File: config.mk
export PLATFORM = sky130hd
export DESIGN_NAME = command_issuer
export DESIGN_NICKNAME = d
export VERILOG_FILES = /design/src/rtl/command_issuer.sv
export SDC_FILE = /design/constraint.sdc
export NUM_CORES = 1
export LEC_CHECK = 0
export ABC_CLOCK_PERIOD_IN_PS = 2900
export BUFFER_PORTS_ARGS = -buffer_cell sky130_fd_sc_hd__clkbuf_2
export CELL_PAD_IN_SITES_DETAIL_PLACEMENT = 1
export CELL_PAD_IN_SITES_GLOBAL_PLACEMENT = 1
export CORE_AREA = 2 2 285 287
export DETAILED_ROUTE_END_ITERATION = 16
export DIE_AREA = 0 0 287 289
export PLACE_DENSITY = 0.5
export SLEW_MARGIN = 10
export SYNTH_ARGS = -nofsm -noshare
export SYNTH_HDL_FRONTEND = slang
export SYNTH_SLANG_ARGS = --single-unit
export TNS_END_PERCENT = 5
File: constraint.sdc
create_clock -name i_clk -period 2.9 [get_ports i_clk]
set_input_delay 0.29 -clock i_clk [delete_from_list [all_inputs] [get_ports i_clk]]
set_output_delay 0.29 -clock i_clk [all_outputs]
set_load 0.01 [all_outputs]
File: src/rtl/command_issuer.sv
`default_nettype none
// ============================================================================
//  Module   : command_issuer
//  Purpose  : Turns single host register-access requests into 204-bit
//             write/read commands for the switch command parser and collects
//             the read acknowledgement. Reads are issued twice (prime, then
//             fetch) to cover the registered RAM read latency behind the
//             parser.
//  Revision : 1.0  initial release
// ============================================================================
module command_issuer #(
  parameter int RD_GAP_CYCLES  = 2,   // idle cycles between prime and fetch, 1..255
  parameter int TIMEOUT_CYCLES = 64   // cycles to wait for the read ack, 1..65535
) (
  input  logic         i_clk,
  input  logic         i_rst_n,
  input  logic         i_req_valid,
  output logic         o_req_ready,
  input  logic         i_req_rw,
  input  logic [7:0]   iv_req_target,
  input  logic [31:0]  iv_req_addr,
  input  logic [31:0]  iv_req_wdata,
  output logic         o_rsp_valid,
  output logic [31:0]  ov_rsp_rdata,
  output logic         o_rsp_timeout,
  output logic [203:0] ov_wr_command,
  output logic         o_wr_command_wr,
  output logic [203:0] ov_rd_command,
  output logic         o_rd_command_wr,
  input  logic [203:0] iv_rd_command_ack
);

  localparam logic [3:0]  C_TYPE_WR   = 4'h1;
  localparam logic [3:0]  C_TYPE_RD   = 4'h2;
  localparam logic [3:0]  C_TYPE_ACK  = 4'h6;
  localparam logic [7:0]  C_GAP_LAST  = 8'(RD_GAP_CYCLES - 1);
  localparam logic [15:0] C_TO_LIMIT  = 16'(TIMEOUT_CYCLES);

  typedef enum logic [2:0] {
    ST_IDLE     = 3'd0,
    ST_WR_ISSUE = 3'd1,
    ST_RD_PRIME = 3'd2,
    ST_RD_GAP   = 3'd3,
    ST_RD_FETCH = 3'd4,
    ST_RD_WAIT  = 3'd5,
    ST_RSP      = 3'd6
  } state_t;

  state_t        r_state;
  state_t        w_state_nxt;
  logic [7:0]    r_target;
  logic [31:0]   r_addr;
  logic [31:0]   r_wdata;
  logic [7:0]    r_gap_cnt;
  logic [7:0]    w_gap_nxt;
  logic [15:0]   r_to_cnt;
  logic [15:0]   w_to_nxt;
  logic [31:0]   w_rdata_nxt;
  logic          w_timeout_nxt;
  logic          w_accept;
  logic          w_ack_valid;
  logic          w_rd_issue;
  logic [7:0]    w_target;
  logic [31:0]   w_addr;
  logic [31:0]   w_wdata;
  logic [203:0]  w_wr_cmd;
  logic [203:0]  w_rd_cmd;
  logic          w_unused_ack;

  assign o_req_ready = (r_state == ST_IDLE);
  assign w_accept    = i_req_valid && (r_state == ST_IDLE);
  assign w_ack_valid = (iv_rd_command_ack[187:184] == C_TYPE_ACK);

  // Commands are registered on the transition into their issue state, so the
  // first command must be built from the live request rather than the latch.
  assign w_target = w_accept ? iv_req_target : r_target;
  assign w_addr   = w_accept ? iv_req_addr   : r_addr;
  assign w_wdata  = w_accept ? iv_req_wdata  : r_wdata;

  assign w_wr_cmd = {8'h00, w_target, C_TYPE_WR, w_addr, 120'h0, w_wdata};
  assign w_rd_cmd = {8'h00, w_target, C_TYPE_RD, w_addr, 120'h0, 32'h0};

  assign w_rd_issue = (w_state_nxt == ST_RD_PRIME) || (w_state_nxt == ST_RD_FETCH);

  // Only the type nibble and the data word of the ack carry meaning here.
  assign w_unused_ack = ^{iv_rd_command_ack[203:188], iv_rd_command_ack[183:32]};

  // Next-state, counter and response-value decode.
  always_comb begin
    w_state_nxt   = r_state;
    w_gap_nxt     = r_gap_cnt;
    w_to_nxt      = r_to_cnt;
    w_rdata_nxt   = 32'h0;
    w_timeout_nxt = 1'b0;
    case (r_state)
      ST_IDLE: begin
        if (i_req_valid) begin
          w_state_nxt = i_req_rw ? ST_RD_PRIME : ST_WR_ISSUE;
        end
      end
      ST_WR_ISSUE: begin
        w_state_nxt = ST_RSP;
      end
      ST_RD_PRIME: begin
        w_state_nxt = ST_RD_GAP;
        w_gap_nxt   = 8'h0;
      end
      ST_RD_GAP: begin
        // Acks arriving here answer the prime read and are deliberately ignored.
        if (r_gap_cnt == C_GAP_LAST) begin
          w_state_nxt = ST_RD_FETCH;
        end else begin
          w_gap_nxt = r_gap_cnt + 8'h1;
        end
      end
      ST_RD_FETCH: begin
        w_state_nxt = ST_RD_WAIT;
        w_to_nxt    = 16'h0;
      end
      ST_RD_WAIT: begin
        // A valid ack wins even in the cycle the timeout would expire.
        if (w_ack_valid) begin
          w_state_nxt = ST_RSP;
          w_rdata_nxt = iv_rd_command_ack[31:0];
        end else if ((r_to_cnt + 16'h1) == C_TO_LIMIT) begin
          w_state_nxt   = ST_RSP;
          w_timeout_nxt = 1'b1;
        end else begin
          w_to_nxt = r_to_cnt + 16'h1;
        end
      end
      ST_RSP: begin
        w_state_nxt = ST_IDLE;
      end
      default: begin
        w_state_nxt = ST_IDLE;
      end
    endcase
  end

  // State register and request latch.
  always_ff @(posedge i_clk or negedge i_rst_n) begin
    if (!i_rst_n) begin
      r_state   <= ST_IDLE;
      r_gap_cnt <= 8'h0;
      r_to_cnt  <= 16'h0;
      r_target  <= 8'h0;
      r_addr    <= 32'h0;
      r_wdata   <= 32'h0;
    end else begin
      r_state   <= w_state_nxt;
      r_gap_cnt <= w_gap_nxt;
      r_to_cnt  <= w_to_nxt;
      if (w_accept) begin
        r_target <= iv_req_target;
        r_addr   <= iv_req_addr;
        r_wdata  <= iv_req_wdata;
      end
    end
  end

  // Registered outputs, decoded from the next state so strobes line up with it.
  always_ff @(posedge i_clk or negedge i_rst_n) begin
    if (!i_rst_n) begin
      o_wr_command_wr <= 1'b0;
      ov_wr_command   <= 204'h0;
      o_rd_command_wr <= 1'b0;
      ov_rd_command   <= 204'h0;
      o_rsp_valid     <= 1'b0;
      ov_rsp_rdata    <= 32'h0;
      o_rsp_timeout   <= 1'b0;
    end else begin
      o_wr_command_wr <= (w_state_nxt == ST_WR_ISSUE);
      ov_wr_command   <= (w_state_nxt == ST_WR_ISSUE) ? w_wr_cmd : 204'h0;
      o_rd_command_wr <= w_rd_issue;
      ov_rd_command   <= w_rd_issue ? w_rd_cmd : 204'h0;
      o_rsp_valid     <= (w_state_nxt == ST_RSP);
      ov_rsp_rdata    <= w_rdata_nxt;
      o_rsp_timeout   <= w_timeout_nxt;
    end
  end

endmodule
`default_nettype wire

After elaboration in Yosys (flattened, before gate mapping)
Cells that the tools add are included.

word-level totals
  register bits = 527
  ROM bits = 0
  memories kept = 0
  input bits = 280
  output and inout bits = 445
  memory bits (writable) = 0
  bits in latches = 0
  logic and storage cells = 58

operators by class
  reductions and logical operators = 7
  $lt $le $gt $ge = 0
  $mul = 0
  div/mod/pow operators = 0
  bitwise logic cells = 0
  shift-type cells = 0
  muxes and demuxes = 21
  add/sub/neg operators = 2
  equal/unequal tests = 15

operators with widths
  cell                   number
  $mux 196               2
  $mux 32                4
  $mux 16                2
  $pmux 16 s2            1
  $pmux 3 s6             1
  $add 16x1->16 const B  1
  $eq 16x7->1 const B    1
  $mux 8                 2
  $pmux 8 s2             1
  $eq 3x3->1 const B     4
  $mux 3                 4
  $eq 3x2->1 const B     3
  $add 8x1->8 const B    1
  $eq 8x1->1 const B     1
  $eq 3x1->1 const B     2
  $ne 2x2->1 const B     3
  $eq 4x3->1 const B     1
  $reduce_bool 2->1      2
  $logic_not 3->1        1
  $mux 1                 3
  $reduce_and 3->1       1
  $mux 2                 1
  $reduce_and 2->1       1
  $logic_and 1x1->1      1
  $logic_or 1x1->1       1

Longest topological paths before layout
  depth in word-level cells = 8
  mapped depth = 9
  mapped depth without buffers = 8

Least setup slack after synthesis
OpenSTA, ideal clock, no wires.

  path type = reg2reg
  from = register r_state[1]
  to = register ov_wr_command[183]
  required time = 2.769 ns
  slack = 0.743 ns
  stages on the path, launching flop included = 9
  arrival time = 2.026 ns
  period minus slack after synthesis = 2.157 ns
  setup time = 0.131 ns
  path buffers = 4
  cell sequence = dfrtp_1 > buf_2 > nor3_1 > and2_1 > buf_2 > buf_2 > buf_4 > mux2i_1 > nor2_1

between the ends
  elaborated cells on any way between the ends = 15
  classes of those cells = eq/ne (6); mux (7); reduce/logical (2)

RTL lines
  item                                                    RTL line  text
  start, declared                                         49        state_t r_state;
  start signal, assigned                                  151       r_state <= w_state_nxt;
  $logic_not 3->1 (*)                                     --
  named net o_req_ready                                   18        output logic o_req_ready,
  $pmux 3 s6 / $logic_and 1x1->1 (equally long branches)  95, 71
  $eq 3x1->1 / $mux 32 (equally long branches)            --
  $mux 196 (*)                                            174       ov_wr_command <= (w_state_nxt == ST_WR_ISSUE) ? w_wr_cmd : 204'h0;
  end signal, assigned                                    174
  end, declared                                           26        output logic [203:0] ov_wr_command,

Mark *: on every way through the listed nets, which the timed path passes. The rest lies on a longest branch.
A chain may end at the register's enable or synchronous reset.

Final worst setup path
  from = register r_to_cnt[1]
  to = register r_state[0]

between the ends
  word-level cells in the longest chain between the ends = 5

ends and longest elaborated chain
  item                      RTL line  text
  start, declared           56        logic [15:0] r_to_cnt;
  start signal, assigned    153       r_to_cnt <= w_to_nxt;
  $add 16x1->16             125       end else if ((r_to_cnt + 16'h1) == C_TO_LIMIT) begin
  $eq 16x7->1               125
  $mux 3                    125
  $mux 3                    122       if (w_ack_valid) begin
  $pmux 3 s6                95        case (r_state)
  named net w_state_nxt[0]  50        state_t w_state_nxt;

The timed path passes the listed nets, and every way through them passes these cells.

==> run metrics <==
run status finished, final reports clean; Net Sw Frac 0.312; total track usage 0.0671; largest net degree at the start of global routing 80; Hold Crit Depth 3; first-pass GRT wire length 44.5 mm; Pins Over Slew Limit 0; RSZ-0062 raised after global routing no; layout cells sized above 1 0.268; slew of the pin with the lowest slew margin 1100 ps; critical path class reg2reg; clk buf depth 3; Worst setup EP type flip-flop; Final Core Density 0.186; postcts setup bufs 0; Reg2Reg Setup Slack 440 ps; Setup TNS Final 0 ps; vias per cell 3.04; I/O pin cnt 725; max incr delay on CP 360 ps; Setup crit start r_to_cnt[1]; Synth-to-Final Area Change 30.6%; EDFF count, synth 0; die area 82,900 sq um; most frequent cells in the layout conb_1 (294), clkbuf_2 (261), dfrtp_1 (247), dlygate4sd3_1 (100), nor2_1 (97); Leak 7.61 nW; clk_lat worst skew 550 ps; Most common cell on crit path nand3_1; Cell Chain, Critical Path ha_1 > nand3_1 > buf_4 > o21ai_0 > nand3_1 > a211oi_2 > nand2_2 > a311oi_2 > nor2_1; clock share of power 0.339; clk sinks 247; FILL cells 9,422; Clock Pin Slew Worst Setup and Hold Paths 60 ps; Rows 104; warnings from Yosys 0; CTS tree done; Die Wd 287 um; First-pass DRT Iterations 4; Mapped Area 11,400 sq um; Worst EP required 3330 ps; total grt overflow 0; crit path DAT 2890 ps; Worst R2R Path Depth 9; Final min period 2460 ps; Synth Flop Type dfrtp_1; Hold Crit Class in2reg; CP startpoint kind flip-flop; Yosys cell types 60; Die Y-Extent 289 um; initial antenna violation count 2; sequential-to-total area share from yosys stat 0.542; Antenna Nets Post-Route 0; vias in the first global route 7,911; FFs w/ async S/R, synth 1.00; H-tree depth 1; hold slack final 37.0 ps; endpoints failing hold 0; Critical Path Fanout Max 9; Worst slew margin 0.265; CTS buffer count 29; CTS root buf clkbuf_16; Critical path destination r_state[0]; PortBufs 262; Post-DP HPWL 21.0 mm; sequential share of power 0.435; PwrDens 703 nW/um^2; number of DRC markers in iteration 0 263; R2R Path Start r_to_cnt[1]; top cell type by total area after synthesis dfrtp_1; Avg Inst Size Synth 11.0 sq um; Internal 7.21 mW; Vias 7,570; commonest non-fill, non-tap cell in the layout conb_1; Mapped Cells 1,036; Tcrit/Tclk final 0.849; synthesis-stage register bit count 247; Comb pwr share 0.226; final clock skew 14.3 ps; top cells by area, synth dfrtp_1 (54%), buf_4 (20%), mux2i_1 (4.0%); DRC viols 0; post-CTS sizing 0; Detailed Route WL 29.9 mm; average wire per standard cell 12.0 um; global placement routability congestion 0.731; Final Setup Violations 0; Worst VDD drop 0.366 mV; Max Fclk 406 MHz; Yosys top cell area share 0.542; initial core utilization 0.143; switching power 3.27 mW; slowest stage cell, crit path dfrtp_1; reg2reg end r_state[0]; Max-cap violations 0; Nets 1,690; Std-Cell Core Area 79,900 sq um
cells in the mapped netlist, drive strengths merged, types with 5 or more instances:
| master | number |
|---|---|
| a21oi | 20 |
| and2 | 67 |
| and3 | 5 |
| buf | 313 |
| clkbuf | 25 |
| dfrtp | 247 |
| inv | 48 |
| mux2 | 32 |
| mux2i | 46 |
| nand2 | 24 |
| nand3 | 15 |
| nor2 | 99 |
| nor3 | 17 |
| o21ai | 15 |
power by group through the flow:
stage | Clock, mW | Combinational (mW) | Sequential (mW)
2_1_floorplan | 0 | 1.86 | 4.52
3_3_place_gp | 0 | 2.21 | 4.59
3_5_place_dp | 0 | 2.29 | 4.62
4_1_cts | 3.72 | 2.41 | 4.56
5_1_grt | 3.86 | 2.71 | 4.66
6_report | 3.55 | 2.37 | 4.56
per-stage QoR:
stage,worst slack [ps],power (mW),cells,area [sq um]
after floorplan,743,6.38,1329,12500
after global placement,439,6.80,2336,13000
after detailed placement,425,6.91,2336,13000
after CTS,411,10.7,2487,14900
after global routing,197,11.2,2487,14900
final,439,10.5,2488,14900
final cells by class:
| cell class | count | area (sq um) | share of cell area |
|---|---|---|---|
| Sequential cell | 247 | 6180 | 0.415 |
| Multi-Input combinational cell | 696 | 3740 | 0.251 |
| Timing Repair Buffer | 385 | 2540 | 0.171 |
| Clock buffer | 40 | 827 | 0.0555 |
| Inverter | 48 | 180 | 0.0121 |
| Tap cell | 1060 | 1330 | 0.0890 |
| Clock inverter | 11 | 95.1 | 0.00638 |
| Antenna cell | 1 | 2.50 | 0.000168 |
worst min path at each step:
stage | start | endpoint | slack (ps)
finish | iv_req_addr[15] | r_addr[15] | 40
global route | iv_req_addr[15] | r_addr[15] | 40
CTS | iv_req_addr[22] | r_addr[22] | 6
detailed placement | i_rst_n | r_wdata[0] | 330
global placement | i_rst_n | r_wdata[18] | 340
floorplan | i_rst_n | o_rsp_timeout | -6
routing by layer:
metal | share of wire | vias up | global-route usage
met5 | 0.0010 | - | 0
met4 | 0.024 | 4 | 0.0219
met3 | 0.077 | 47 | 0.0157
met2 | 0.49 | 372 | 0.116
met1 | 0.41 | 3683 | 0.0818
li1 | - | 3464 | -
worst max-delay path: cells and delay by family, from the launching register on:
family	cells	cell delay [ps]
adder cells (fa/ha/maj)	1	250
flip-flops	1	360
buffers and inverters	1	230
AND/OR/NAND/NOR	4	620
AO/OA/AOI/OAI	3	880
cell families after synthesis:
group	count (synthesis)	share of synthesized area
AND/OR/NAND/NOR	254	0.116
AO/OA/AOI/OAI	63	0.0360
adder cells (fa/ha/maj)	3	0.00329
multiplexers	78	0.0720
buffers and inverters	386	0.228
XOR/XNOR	4	0.00307
other	1	0.000329
flip-flops	247	0.542
registers in the layout, summed over array words and instances, names as in the netlist:
name and count:
ov_rd_command 41, r_target 8, r_state 3, r_addr 32, r_gap_cnt 8, o_rsp_valid 1
r_to_cnt 16, ov_wr_command 73, r_wdata 32, ov_rsp_rdata 32, o_rsp_timeout 1
what timing repair did:
item,CTS,global route
hold buffers,100,0
setup endpoints to repair,0,0
endpoints found under the hold margin,170,0
Power figures use the tool's default switching activity.
